File: src/rtl/cam_pattern_gen.sv
// Parallel-camera (DVP) frame source: vsync/href/data framing with four test patterns,
// frame counting and enable-gated continuous or stop-after-frame operation.
module cam_pattern_gen #(
  parameter int          FRAME_WIDTH     = 100,
  parameter int          FRAME_HEIGHT    = 70,
  parameter int          BYTES_PER_PIXEL = 2,
  parameter int          DATA_WIDTH      = 8,
  parameter int          VSYNC_CYCLES    = 100,
  parameter int          VBP_CYCLES      = 100,
  parameter int          HBLANK_CYCLES   = 10,
  parameter int          STARTUP_CYCLES  = 1000,
  parameter logic [7:0]  SEED            = 8'hEE
) (
  input  logic                  cam_pclk,
  input  logic                  cam_rst,
  input  logic                  enable,
  input  logic [1:0]            mode,
  output logic                  cam_vsync,
  output logic                  cam_href,
  output logic [DATA_WIDTH-1:0] cam_data,
  output logic [15:0]           frame_cnt,
  output logic                  frame_done,
  output logic                  busy
);

  localparam int LINE_BEATS = FRAME_WIDTH * BYTES_PER_PIXEL;

  // One shared phase counter serves every timed state, so size it for the longest one.
  localparam int MAX_A   = (STARTUP_CYCLES > VSYNC_CYCLES) ? STARTUP_CYCLES : VSYNC_CYCLES;
  localparam int MAX_B   = (VBP_CYCLES > HBLANK_CYCLES) ? VBP_CYCLES : HBLANK_CYCLES;
  localparam int MAX_C   = (MAX_A > MAX_B) ? MAX_A : MAX_B;
  localparam int CNT_MAX = (MAX_C > LINE_BEATS) ? MAX_C : LINE_BEATS;
  localparam int CNT_W   = (CNT_MAX > 1) ? $clog2(CNT_MAX) : 1;
  localparam int LINE_W  = (FRAME_HEIGHT > 1) ? $clog2(FRAME_HEIGHT) : 1;

  localparam logic [CNT_W-1:0]      STARTUP_LAST = CNT_W'(STARTUP_CYCLES - 1);
  localparam logic [CNT_W-1:0]      VSYNC_LAST   = CNT_W'(VSYNC_CYCLES - 1);
  localparam logic [CNT_W-1:0]      VBP_LAST     = CNT_W'(VBP_CYCLES - 1);
  localparam logic [CNT_W-1:0]      BEAT_LAST    = CNT_W'(LINE_BEATS - 1);
  localparam logic [CNT_W-1:0]      HBLANK_LAST  = CNT_W'(HBLANK_CYCLES - 1);
  localparam logic [CNT_W-1:0]      CNT_ONE      = CNT_W'(1);
  localparam logic [LINE_W-1:0]     LINE_LAST    = LINE_W'(FRAME_HEIGHT - 1);
  localparam logic [LINE_W-1:0]     LINE_ONE     = LINE_W'(1);
  localparam logic [DATA_WIDTH-1:0] SEED_EXT     = DATA_WIDTH'(SEED);

  typedef enum logic [2:0] {
    ST_STARTUP,
    ST_IDLE,
    ST_VSYNC,
    ST_VBP,
    ST_ACTIVE,
    ST_HBLANK
  } state_t;

  state_t                state_reg, state_next;
  logic [CNT_W-1:0]      cnt_reg, cnt_next;
  logic [LINE_W-1:0]     line_reg, line_next;
  logic [1:0]            mode_reg, mode_next;
  logic [15:0]           frame_cnt_reg, frame_cnt_next;
  logic [DATA_WIDTH-1:0] rot_reg, rot_next;

  logic                  vsync_reg, vsync_next;
  logic                  href_reg, href_next;
  logic [DATA_WIDTH-1:0] data_reg, data_next;
  logic                  done_reg, done_next;
  logic                  busy_reg, busy_next;

  logic                  in_active;
  logic                  beat_b3;
  logic                  line_b3;

  // Free-running rotate-left; it advances every cycle so mode 0 always shows the
  // sequence position relative to reset, whatever mode preceded it.
  for (genvar gi = 0; gi < DATA_WIDTH; gi++) begin : g_rot
    assign rot_next[gi] = rot_reg[(gi + DATA_WIDTH - 1) % DATA_WIDTH];
  end

  if (CNT_W > 3) begin : g_beat_b3
    assign beat_b3 = cnt_next[3];
  end else begin : g_beat_b3_zero
    assign beat_b3 = 1'b0;
  end

  if (LINE_W > 3) begin : g_line_b3
    assign line_b3 = line_next[3];
  end else begin : g_line_b3_zero
    assign line_b3 = 1'b0;
  end

  // Sequencer: next state, phase counter, line index, mode latch and frame count.
  always_comb begin
    state_next     = state_reg;
    cnt_next       = cnt_reg;
    line_next      = line_reg;
    mode_next      = mode_reg;
    frame_cnt_next = frame_cnt_reg;

    unique case (state_reg)
      ST_STARTUP: begin
        if (cnt_reg == STARTUP_LAST) begin
          state_next = ST_IDLE;
          cnt_next   = '0;
        end else begin
          cnt_next = cnt_reg + CNT_ONE;
        end
      end
      ST_IDLE: begin
        if (enable) begin
          state_next = ST_VSYNC;
          cnt_next   = '0;
          mode_next  = mode;
        end
      end
      ST_VSYNC: begin
        if (cnt_reg == VSYNC_LAST) begin
          state_next = ST_VBP;
          cnt_next   = '0;
        end else begin
          cnt_next = cnt_reg + CNT_ONE;
        end
      end
      ST_VBP: begin
        if (cnt_reg == VBP_LAST) begin
          state_next = ST_ACTIVE;
          cnt_next   = '0;
          line_next  = '0;
        end else begin
          cnt_next = cnt_reg + CNT_ONE;
        end
      end
      ST_ACTIVE: begin
        if (cnt_reg == BEAT_LAST) begin
          state_next = ST_HBLANK;
          cnt_next   = '0;
        end else begin
          cnt_next = cnt_reg + CNT_ONE;
        end
      end
      ST_HBLANK: begin
        if (cnt_reg == HBLANK_LAST) begin
          cnt_next = '0;
          if (line_reg != LINE_LAST) begin
            state_next = ST_ACTIVE;
            line_next  = line_reg + LINE_ONE;
          end else begin
            // Frame boundary: the only place besides IDLE where enable and mode are sampled.
            frame_cnt_next = frame_cnt_reg + 16'd1;
            if (enable) begin
              state_next = ST_VSYNC;
              mode_next  = mode;
            end else begin
              state_next = ST_IDLE;
            end
          end
        end else begin
          cnt_next = cnt_reg + CNT_ONE;
        end
      end
      default: begin
        state_next = ST_STARTUP;
        cnt_next   = '0;
      end
    endcase
  end

  // Outputs are decoded from the next-state values so they can be registered
  // without adding a cycle of latency.
  always_comb begin
    in_active  = (state_next == ST_ACTIVE);
    vsync_next = (state_next == ST_VSYNC);
    href_next  = in_active;
    busy_next  = (state_next == ST_VSYNC) || (state_next == ST_VBP) ||
                 (state_next == ST_ACTIVE) || (state_next == ST_HBLANK);
    done_next  = (state_next == ST_HBLANK) && (line_next == LINE_LAST) &&
                 (cnt_next == HBLANK_LAST);
    data_next  = '0;

    unique case (mode_next)
      2'd0: data_next = rot_next;
      2'd1: begin
        if (in_active) data_next = DATA_WIDTH'(cnt_next);
      end
      2'd2: begin
        if (in_active) data_next = DATA_WIDTH'(line_next) + DATA_WIDTH'(frame_cnt_next);
      end
      2'd3: begin
        if (in_active) data_next = {DATA_WIDTH{beat_b3 ^ line_b3}};
      end
      default: data_next = '0;
    endcase
  end

  always_ff @(posedge cam_pclk) begin
    if (cam_rst) begin
      state_reg     <= ST_STARTUP;
      cnt_reg       <= '0;
      line_reg      <= '0;
      mode_reg      <= 2'd0;
      frame_cnt_reg <= 16'd0;
      rot_reg       <= SEED_EXT;
      vsync_reg     <= 1'b0;
      href_reg      <= 1'b0;
      data_reg      <= SEED_EXT;
      done_reg      <= 1'b0;
      busy_reg      <= 1'b0;
    end else begin
      state_reg     <= state_next;
      cnt_reg       <= cnt_next;
      line_reg      <= line_next;
      mode_reg      <= mode_next;
      frame_cnt_reg <= frame_cnt_next;
      rot_reg       <= rot_next;
      vsync_reg     <= vsync_next;
      href_reg      <= href_next;
      data_reg      <= data_next;
      done_reg      <= done_next;
      busy_reg      <= busy_next;
    end
  end

  assign cam_vsync  = vsync_reg;
  assign cam_href   = href_reg;
  assign cam_data   = data_reg;
  assign frame_cnt  = frame_cnt_reg;
  assign frame_done = done_reg;
  assign busy       = busy_reg;

endmodule

File: config.mk
export PLATFORM = sky130hd
export DESIGN_NAME = cam_pattern_gen
export DESIGN_NICKNAME = d
export VERILOG_FILES = /design/src/rtl/cam_pattern_gen.sv
export SDC_FILE = /design/constraint.sdc
export NUM_CORES = 1
export LEC_CHECK = 0
export ABC_AREA = 1
export BUFFER_PORTS_ARGS = -buffer_cell sky130_fd_sc_hd__buf_4
export CAP_MARGIN = 20
export CORE_UTILIZATION = 40
export DETAILED_ROUTE_END_ITERATION = 12
export PLACE_DENSITY = 0.59
export RECOVER_POWER = 100
export SLEW_MARGIN = 20
export SYNTH_ARGS = -nofsm -noshare
export SYNTH_HDL_FRONTEND = slang
export SYNTH_SLANG_ARGS = --single-unit
File: constraint.sdc
create_clock -name cam_pclk -period 3.9 [get_ports cam_pclk]
set_clock_uncertainty 0.15 [all_clocks]
set_input_delay 0.975 -clock cam_pclk [delete_from_list [all_inputs] [get_ports cam_pclk]]
set_output_delay 0.975 -clock cam_pclk [all_outputs]
set_load 0.05 [all_outputs]
Word-level counts from Yosys, hierarchy flattened
Index checks and enable logic that the tools add are counted.
{ "word_totals": {"reg_bits": 58, "input_bits": 5, "output_inout_bits": 28, "wordCells": 76} }
{ "op_classes": {"n_addsub": 4, "eq_ne": 19, "mux": 30, "bitwise_logic": 2, "reduce_logical": 9} }
{ "op_table": {"columns": ["op", "n"], "rows": [
  ["10-bit two-way mux", 5],
  ["10-bit one-hot mux with 5 select lines", 1],
  ["8-bit two-way mux", 6],
  ["8-bit one-hot mux with 4 select lines", 1],
  ["3-bit two-way mux", 7],
  ["7-bit two-way mux", 3],
  ["10-bit by 4-bit == test with 1-bit output, second input constant", 2],
  ["3-bit one-hot mux with 6 select lines", 1],
  ["16-bit by 1-bit adder with 16-bit output, second input constant", 1],
  ["7-bit one-hot mux with 2 select lines", 1],
  ["3-bit by 2-bit == test with 1-bit output, second input constant", 4],
  ["3-bit == test, second input constant", 4],
  ["10-bit by 1-bit adder with 10-bit output, second input constant", 1],
  ["10-bit == test, second input constant", 1],
  ["10-bit by 7-bit == test with 1-bit output, second input constant", 1],
  ["10-bit by 8-bit == test with 1-bit output, second input constant", 1],
  ["7-bit by 8-bit adder with 8-bit output", 1],
  ["2-bit two-way mux", 4],
  ["7-bit by 1-bit adder with 7-bit output, second input constant", 1],
  ["7-bit == test, second input constant", 1],
  ["7-bit != test, second input constant", 1],
  ["2-bit == test, second input constant", 2],
  ["2-bit one-hot mux with 2 select lines", 1],
  ["3-bit by 1-bit == test with 1-bit output, second input constant", 1],
  ["other kinds (9)", 12]
]} }

Logic depth before layout (Yosys ltp)
Gate-level depths: netlist (run 1).
{ "logic_depth": {"word_depth": 8, "ltp_mapped": 22, "mapped_depth_nobuf": 22} }

Worst setup path before layout (run 1)
OpenSTA, ideal clock, no wires.
{ "synth_path": {"kind": "register to register", "startpoint": "register frame_cnt_reg[0] (netlist: frame_cnt[0])", "endpoint": "register data_reg[7] (netlist: cam_data[7])", "setup_ps": 121, "arrival_time_ps": 2540, "slack_ps": 1090, "stages_incl_launch_ff": 14, "period_less_slack_ps": 2810, "cell_sequence": "dfxtp_1 -> ha_1 -> nand4_1 -> inv_1 -> nand3_1 -> xor2_1 -> inv_1 -> ha_1 -> a21oi_1 -> nor2_1 -> a211oi_1 -> nand3_1 -> nand3_1 -> nand3_1"} }
{ "synth_via": {"elab_chain_cells": 7} }
{ "synth_rtl": {"columns": ["item", "line", "text"], "rows": [
  ["start, declared", "59", "logic [15:0] frame_cnt_reg, frame_cnt_next;"],
  ["start signal, assigned", "211", "frame_cnt_reg <= frame_cnt_next;"],
  ["16-bit by 1-bit adder with 16-bit output", "147", "frame_cnt_next = frame_cnt_reg + 16'd1;"],
  ["8-bit two-way mux", "142", "if (line_reg != LINE_LAST) begin"],
  ["8-bit two-way mux", "140", "if (cnt_reg == HBLANK_LAST) begin"],
  ["8-bit two-way mux", "98", "unique case (state_reg)"],
  ["via frame_cnt_next[4]", "59", null],
  ["7-bit by 8-bit adder with 8-bit output", "184", "if (in_active) data_next = DATA_WIDTH'(line_next) + DATA_WIDTH'(frame_cnt_next);"],
  ["8-bit two-way mux", "184", null],
  ["8-bit one-hot mux with 4 select lines", "178", "unique case (mode_next)"],
  ["end signal, assigned", "215", "data_reg <= data_next;"],
  ["end, declared", "64", "logic [DATA_WIDTH-1:0] data_reg, data_next;"]
]} }
The timed path passes the listed nets, and every way through them passes these cells.
A chain may end at the register's enable or synchronous reset.

Final worst setup path (run 1)
{ "layout_path": {"startpoint": "register cnt_reg[1]", "endpoint": "register data_reg[3] (netlist: cam_data[3])"} }
{ "layout_via": {"elab_chain_cells": 6, "word_cells_on_any_way": 34, "cone_classes": "add/sub (2); eq/ne (8); mux (22); bitwise (1); reduce/logical (1)"} }
{ "layout_rtl": {"columns": ["item", "line", "text"], "rows": [
  ["start, declared", "56", "logic [CNT_W-1:0] cnt_reg, cnt_next;"],
  ["start signal, assigned", "208", "cnt_reg <= cnt_next;"],
  ["10-bit by 4-bit == test with 1-bit output, or another cell as far along", "140", null],
  ["7-bit two-way mux, or another cell as far along", "140", null],
  ["7-bit one-hot mux with 2 select lines, or another cell as far along", "98", null],
  ["7-bit by 8-bit adder with 8-bit output, or another cell as far along", "184", null],
  ["8-bit two-way mux (on tied branches)", "184, 181, 187", null],
  ["8-bit one-hot mux with 4 select lines *", "178", null]
]} }
Every way passes the cells marked *; elsewhere a longest branch is shown, timed or not.

==> results.toml, run 1 <==
[finish]
final_nets = 588
ff_latch_area_um2 = 1160
largest_reg_flops = 16
finalNonFillerCells = 684
diodes = 0
n_fill_cell = 932
multiInputGateArea_um2 = 1950
drive_above_1_share = 0.108
synthToLayoutAreaGrowth_pct = 10.1

[pwr]
leakage_uw = 0.00172
max-vdd-ir-drop_uv = 140
power_uw = 1330
powerDensity_nw_per_um2 = 337

[route]
viasPerCell = 4.99
firstDrtPassIters = 4
drc = 0
drt_wl_total_mm = 9.07
post_drt_wl_per_cell_um = 13.3
ant_nets = 0
drt_iter0_drc = 194
vias = 3410

[timing]
worst_slew_pin_slew_ps = 1040
finalWorstSetupSlack_ps = 443
finalSetupViolCount = 0
final-hold-violation-count = 0
fmax_mhz = 289
tns_ps = 0
rsz0062_at_grt = "false"
maxSlewViolCount = 0
relSlewSlack = 0.298
finalCriticalPeriod_ps = 3460
fin_crit_sh = 0.886

[synth]
yosysTopAreaCellShare = 0.323
ys_ff_latch = 58
synth_edf_count = 0
synthArstFlopShare = 0
synth_area_um2 = 3600
yosysTopAreaCell = "dfxtp_1"
yosys_warnings = 0
synth.most_common_cell = "nand2_1"
yosysSeqAreaShare = 0.323
synthTopCellsByCount = "nand2_1, nor2_1, inv_1, dfxtp_1, nand3_1"
syn_area_per_cell_um2 = 6.73
syn_inst = 535
synth_area_leaders = "dfxtp_1, nand2_1, nor2_1, inv_1, nand3_1"
yosys.cell_types.count = 48
syn-num-nets = 552
synth_ff_type = "dfxtp_1"

[worst_hold_path]
min_from = "rot_reg[7]$_SDFF_PP1_"
hold_path.class = "flip-flop to flip-flop"

[placement]
gp_congestion = 0.887
dp_slack_ps = 722
port_buffers = 32
dp.cells = 668
dp_hpwl_mm = 6.94

[floorplanning]
pin_count = 33
die_y_um = 96.8
core-area_um2 = 8720
dieArea_um2 = 9380
die_w_um = 96.8
start_util = 0.413
fp-row-count = 34

[critical_path]
endpoint_kind = "flip-flop"
cp_max_fo = 8
critPathLaunchType = "flip-flop"
arrival_ps = 3560
path_class = "flip-flop to flip-flop"
r2r_start = "cnt_reg[1]$_SDFF_PP0_"
required_ps = 4010
startpoint = "cnt_reg[1]$_SDFF_PP0_"

[global_routing]
antenna_found_initial = 0
grt_pass1_wl_mm = 15.0
grt_use_total = 0.201
grt_max_degree = 50
grt_overflow = 0
grt_pass1_vias = 3260

[cts]
clockBufferDepth = 2
clockRootBuffer = "clkbuf_8"
cts_tree = "built"
numCtsBuffers = 9
htree_levels = 3
cts_hold_buf = 0
clock_latency_ps = 350
postCtsSetupBuffers = 0
cts_sinks = 58
clk_pin_slew_ps = 70
cts.repair.resized = 0

[run_status]
status = "complete, no violations"

[run]
max_cap_violations = 0
path summary, 6_finish.rpt:
check	slack [ps]	cells after the start	end
max	440	15	cam_data[3]$_SDFF_PP1_
min	280	2	rot_reg[0]$_SDFF_PP0_
max reg2reg	440	15	cam_data[3]$_SDFF_PP1_
min reg2reg	280	2	rot_reg[0]$_SDFF_PP0_
routing by layer:
layer / wire length (um) / track usage / vias to the layer above
li1: - / - / 1780
met4: 123 / 0.0873 / 0
met3: 491 / 0.0448 / 14
met2: 4250 / 0.337 / 96
met1: 4200 / 0.247 / 1520
met5: 0 / 0 / -
logic make-up (layout without fill, tap and decap cells):
kind of cell / after synthesis / count (layout) / share of synthesized area
simple gates: 290 / 290 / 0.394
buf+inv: 100 / 141 / 0.106
xor+xnor: 9 / 9 / 0.0240
flops: 58 / 58 / 0.323
fa+ha+maj: 12 / 12 / 0.0438
compound gates: 66 / 66 / 0.109
worst max-delay path, cell delays in order, from the launching register on:
cell,delay (ps)
dfxtp_1,380
inv_1,60
ha_1,210
nand2_1,90
nor2_1,50
nand2_1,230
nor2_1,100
nand2_1,230
nand2_1,170
o21ai_0,840
inv_2,90
nor2_1,230
inv_1,120
nor2_2,200
nand3_1,110
o2111ai_1,100
power by group:
group,internal (uW),total [uW],switching [uW]
Sequential,603,610,6.59
Clock,411,663,252
Combinational,16.6,60.8,44.2
Total,1030,1330,303
metrics by stage:
stage	utilization	hold WS, ps	cell area [um2]
after floorplan	-	250	3600
after global placement	0.452	265	3940
after detailed placement	0.452	263	3940
after CTS	0.479	279	4180
after global routing	0.454	290	3960
final	0.454	280	3960
cells in the final DEF (no fill, tap or decap), types with 11 or more instances in the layout:
cell	netlist	routed
a21oi_1	22	23
o21ai_0	21	22
dfxtp_1	58	58
nand2_1	89	93
ha_1	11	11
clkbuf_1	5	29
nor3_1	16	18
nor2_1	83	89
nand3_1	44	46
or2_2	11	11
inv_1	76	80
clkbuf_8	0	12
inv_2	16	12
area by class of cell:
type                            count  share of cell area
Multi-Input combinational cell    377               0.491
Sequential cell                    58               0.293
Inverter                           93              0.0884
Clock buffer                       12              0.0417
Tap cell                          108              0.0341
Timing Repair Buffer               32              0.0332
Clock inverter                      4              0.0183
No activity file was read; power rests on OpenSTA's default activity.
==> inputs of run 2 (changes only) <==
--- a/config.mk
+++ b/config.mk
@@ -10,7 +10,7 @@
 export CAP_MARGIN = 20
 export CORE_UTILIZATION = 40
 export DETAILED_ROUTE_END_ITERATION = 12
-export PLACE_DENSITY = 0.59
+export PLACE_DENSITY = 0.62
 export RECOVER_POWER = 100
 export SLEW_MARGIN = 20
 export SYNTH_ARGS = -nofsm -noshare
==> constraint.sdc (replaced) <==
create_clock -name cam_pclk -period 2.85 [get_ports cam_pclk]
set_clock_uncertainty 0.15 [all_clocks]
set_input_delay 0.7125 -clock cam_pclk [delete_from_list [all_inputs] [get_ports cam_pclk]]
set_output_delay 0.7125 -clock cam_pclk [all_outputs]
set_load 0.05 [all_outputs]
==> results.toml, run 2 (synthesis gave the netlist of run 1 again) <==
[placement]
gp_congestion = 0.913
port_buffers = 32
dp_slack_ps = -168
dp_hpwl_mm = 7.94

[worst_hold_path]
hold_path.class = "flip-flop to flip-flop"

[finish]
final_cell_mix = "nand2_1, buf_4, nor2_1, inv_1, dfxtp_1"
diodes = 0
n_fill_cell = 835
drive_above_1_share = 0.331
final_nets = 659
largest_reg_flops = 16
layout_commonest_cell = "nand2_1"
fin_util = 0.558
synthToLayoutAreaGrowth_pct = 35.3

[global_routing]
grt_pass1_wl_mm = 17.0
grt_use_total = 0.226
grt_pass1_vias = 3705
grt_max_degree = 50
grt_overflow = 0
antenna_found_initial = 0

[pwr]
comb_power_share = 0.059
internal_power_uw = 1380
clkPwrFrac = 0.481
p_switching_uw = 428
sw_frac_of_total = 0.236
max-vdd-ir-drop_uv = 190
p_seq_frac = 0.460
leakage_uw = 0.00216
powerDensity_nw_per_um2 = 372
power_uw = 1810

[critical_path]
critPathLaunchType = "flip-flop"
endpoint_kind = "flip-flop"
arrival_ps = 2820
required_ps = 2940
cp_max_fo = 5
path_class = "flip-flop to flip-flop"

[route]
viasPerCell = 5.03
vias = 3799
drt_wl_total_mm = 10.3
ant_nets = 0
firstDrtPassIters = 4
post_drt_wl_per_cell_um = 13.7
drt_iter0_drc = 202
drc = 0

[cts]
numCtsBuffers = 9
clockRootBuffer = "clkbuf_8"
cts_hold_buf = 0
htree_levels = 3
clk_pin_slew_ps = 70
clockBufferDepth = 2
cts_sinks = 58
clock_latency_ps = 350
cts_tree = "built"

[run_status]
status = "complete, no violations"

[run]
max_cap_violations = 0

[floorplanning]
die_y_um = 96.8
die_w_um = 96.8
pin_count = 33
start_util = 0.413
core-area_um2 = 8720
dieArea_um2 = 9380
fp-row-count = 34

[timing]
final-hold-violation-count = 0
whs_ps = 278
relSlewSlack = 0.533
fin_crit_sh = 0.959
finalWorstSetupSlack_ps = 118
rsz0062_at_grt = "true"
fmax_mhz = 366
worst_slew_pin_slew_ps = 696
finalSetupViolCount = 0
finalCriticalPeriod_ps = 2730
maxSlewViolCount = 0
tns_ps = 0
==> run 2: routing by layer <==
layer,track usage,vias up,part of all wire
met5,0,-,0
met4,0.0930,0,0.029
met3,0.0441,24,0.032
met2,0.396,62,0.49
met1,0.270,1797,0.44
li1,-,1916,-
==> run 2: worst paths after layout <==
kind                          from                     end  slack (ps)  cells past startpoint
max          cnt_reg[1]$_SDFF_PP0_  cam_data[7]$_SDFF_PP1_         120                     20
min reg2reg  rot_reg[7]$_SDFF_PP1_   rot_reg[0]$_SDFF_PP0_         280                      2
min          rot_reg[7]$_SDFF_PP1_   rot_reg[0]$_SDFF_PP0_         280                      2
max reg2reg  cnt_reg[1]$_SDFF_PP0_  cam_data[7]$_SDFF_PP1_         120                     20
==> run 2: power groups by stage <==
stage / logic [uW] / clock network, uW / registers, uW
after floorplan: 42.9 / 0 / 871
after global placement: 102 / 0 / 850
after detailed placement: 102 / 0 / 850
after CTS: 103 / 881 / 832
after global routing: 117 / 923 / 834
final: 106 / 870 / 833
==> run 2: layout make-up <==
class                   count  area, um2  share of cell area
inverters                  93        350              0.0720
clock inverters             6       88.8              0.0183
multi-input cells         377       2270               0.466
flip-flops and latches     58       1160               0.239
clock buffers              10        138              0.0283
well taps                 108        135              0.0278
repair buffers            103        724               0.149
==> run 2: metrics by stage <==
stage,cells,instance area [um2]
2_1_floorplan,535,3600
4_1_cts,744,4650
3_5_place_dp,728,4390
5_1_grt,755,4870
6_report,755,4870
3_3_place_gp,728,4390
==> run 2: repair_timing <==
item                                    4_1_cts  5_1_grt
setup buffers                                 0       11
endpoints found under the hold margin         0        0
endpoints found under the setup margin        4        7
resized for setup                            12       57
pin swaps                                     0       33
==> run 2: critical path: stages, from the launching register on <==
cell and delay (ps):
dfxtp_2 320, inv_2 60, ha_4 140, nand2_4 60, inv_2 50, nand3_2 70
nor2_4 200, nand4_1 160, inv_2 100, nand3_2 80, xor2_2 240, inv_2 80
ha_4 280, buf_6 110, inv_1 60, nor2_1 90, nand3_1 100, nand2_1 80
nand2_1 50, nand3_1 80, nand3_1 60
==> inputs of run 3 (changes only) <==
--- a/config.mk
+++ b/config.mk
@@ -10,6 +10,7 @@
 export CAP_MARGIN = 20
 export CORE_UTILIZATION = 40
 export DETAILED_ROUTE_END_ITERATION = 12
+export MAX_ROUTING_LAYER = met4
 export PLACE_DENSITY = 0.62
 export RECOVER_POWER = 100
 export SLEW_MARGIN = 20
==> results.toml, run 3 (synthesis gave the netlist of run 1 again) <==
[run_status]
status = "complete, no violations"

[cts]
cts_sinks = 58
clock_latency_ps = 350
cts_hold_buf = 0
clk_pin_slew_ps = 70
htree_levels = 3
clockBufferDepth = 2
cts_tree = "built"
clockRootBuffer = "clkbuf_8"
numCtsBuffers = 9

[route]
drc = 0
vias = 3754
drt_wl_total_mm = 10.3
post_drt_wl_per_cell_um = 13.8
ant_nets = 0
firstDrtPassIters = 5
viasPerCell = 5.01
drt_iter0_drc = 226

[floorplanning]
core-area_um2 = 8720
die_y_um = 96.8
start_util = 0.413
die_w_um = 96.8
fp-row-count = 34
pin_count = 33
dieArea_um2 = 9380

[timing]
fin_crit_sh = 0.983
finalWorstSetupSlack_ps = 48.8
rsz0062_at_grt = "true"
finalSetupViolCount = 0
fmax_mhz = 357
worst_slew_pin_slew_ps = 510
final-hold-violation-count = 0
finalCriticalPeriod_ps = 2800
maxSlewViolCount = 0
relSlewSlack = 0.658

[run]
max_cap_violations = 0

[pwr]
internal_power_uw = 1290
comb_power_share = 0.066
powerDensity_nw_per_um2 = 357
sw_frac_of_total = 0.253
p_seq_frac = 0.481
leakage_uw = 0.00219
clkPwrFrac = 0.454
max-vdd-ir-drop_uv = 292
p_switching_uw = 438

[global_routing]
antenna_found_initial = 0
grt_overflow = 0
grt_pass1_wl_mm = 16.7
grt_pass1_vias = 3552
grt_max_degree = 50
grt_use_total = 0.229

[critical_path]
cp_slowest_stage_delay_ps = 360
required_ps = 2930
endpoint_kind = "flip-flop"
arrival_ps = 2880
critPathLaunchType = "flip-flop"
cp_slowest_cell = "ha_1"
cp_max_fo = 4
path_class = "flip-flop to flip-flop"
crit_chain = "inv_2, ha_4, nand2_4, inv_2, nand3_2, nor2_4, buf_6, nand3b_1, nor2_2, a21oi_1, o21ai_1, o21ai_1, ha_1, buf_4, buf_4, nand4_1, nand2_1, nand2_1, nand3_1, nand3_1"

[placement]
dp_slack_ps = -174
dp_hpwl_mm = 7.81
dpl-instance-area_um2 = 4360
gp_congestion = 0.911
port_buffers = 32

[worst_hold_path]
hold_path.class = "flip-flop to flip-flop"

[finish]
layout_commonest_cell = "buf_4"
final_nets = 653
fin_util = 0.557
synthToLayoutAreaGrowth_pct = 34.9
final_cell_mix = "buf_4, nand2_1, nor2_1, inv_1, dfxtp_1"
drive_above_1_share = 0.351
largest_reg_flops = 16
design_area_um2 = 4860
diodes = 0
[run 3: changes by cell type in the layout (fill, tap and decap cells not counted), moves of 2 or more]
| cell | delta |
|---|---|
| nor2_2 | -2 |
| clkbuf_1 | -17 |
| inv_2 | -2 |
| buf_6 | -3 |
| inv_1 | +2 |
| dfxtp_1 | -3 |
| xor2_1 | +2 |
| xor2_2 | -2 |
| buf_4 | +13 |
| nor3_4 | +2 |
| nor2_4 | +3 |
| dfxtp_4 | +2 |
| a31oi_2 | +2 |
[run 3: worst max-delay path: cells and delay by family (launching register included)]
| family | cells | cell delay [ps] |
|---|---|---|
| AND/OR/NAND/NOR | 10 | 960 |
| adder cells (fa/ha/maj) | 2 | 500 |
| buffers and inverters | 5 | 460 |
| flip-flops | 1 | 330 |
| AO/OA/AOI/OAI | 3 | 280 |
[run 3: per-layer routing]
| metal | global-route usage | up-vias | share of wire |
|---|---|---|---|
| met1 | 0.274 | 1746 | 0.45 |
| met2 | 0.383 | 79 | 0.50 |
| li1 | - | 1909 | - |
| met5 | - | - | 0 |
| met3 | 0.0499 | 20 | 0.036 |
| met4 | 0.0758 | 0 | 0.018 |
[run 3: final cells by class]
class | count | area (um2)
Sequential cell | 58 | 1170
Inverter | 93 | 350
Clock buffer | 10 | 138
Fill cell | 856 | 3860
Tap cell | 108 | 135
Multi-Input combinational cell | 377 | 2250
Timing Repair Buffer | 97 | 744
Clock inverter | 6 | 66.3
[run 3: path summary, 6_finish.rpt]
path,to,depth (start not counted),slack (ps),startpoint
max,cam_data[6]$_SDFF_PP1_,20,50,cnt_reg[1]$_SDFF_PP0_
min reg2reg,rot_reg[0]$_SDFF_PP0_,2,280,rot_reg[7]$_SDFF_PP1_
max reg2reg,cam_data[6]$_SDFF_PP1_,20,50,cnt_reg[1]$_SDFF_PP0_
min,rot_reg[0]$_SDFF_PP0_,2,280,rot_reg[7]$_SDFF_PP1_
[run 3: metrics by stage]
stage / power, uW / hold WS, ps / std cells / setup TNS [ps]
finish: 1730 / 280 / 749 / 0
global route: 1800 / 321 / 749 / -345
CTS: 1740 / 281 / 739 / 0
detailed placement: 955 / 274 / 723 / -378
global placement: 955 / 266 / 723 / -202
floorplan: 914 / 250 / 535 / 0
[run 3: power by group through the flow]
stage	Sequential, uW	Combinational, uW	Clock, uW
final	832	114	786
after floorplan	871	42.9	0
after global routing	833	123	845
after detailed placement	851	104	0
after global placement	850	104	0
after CTS	832	106	800
[run 3: timing repair]
item / CTS / global route
pin swaps: 1 / 32
setup endpoints to repair: 4 / 8
setup buffers: 0 / 10
resized for setup: 12 / 55
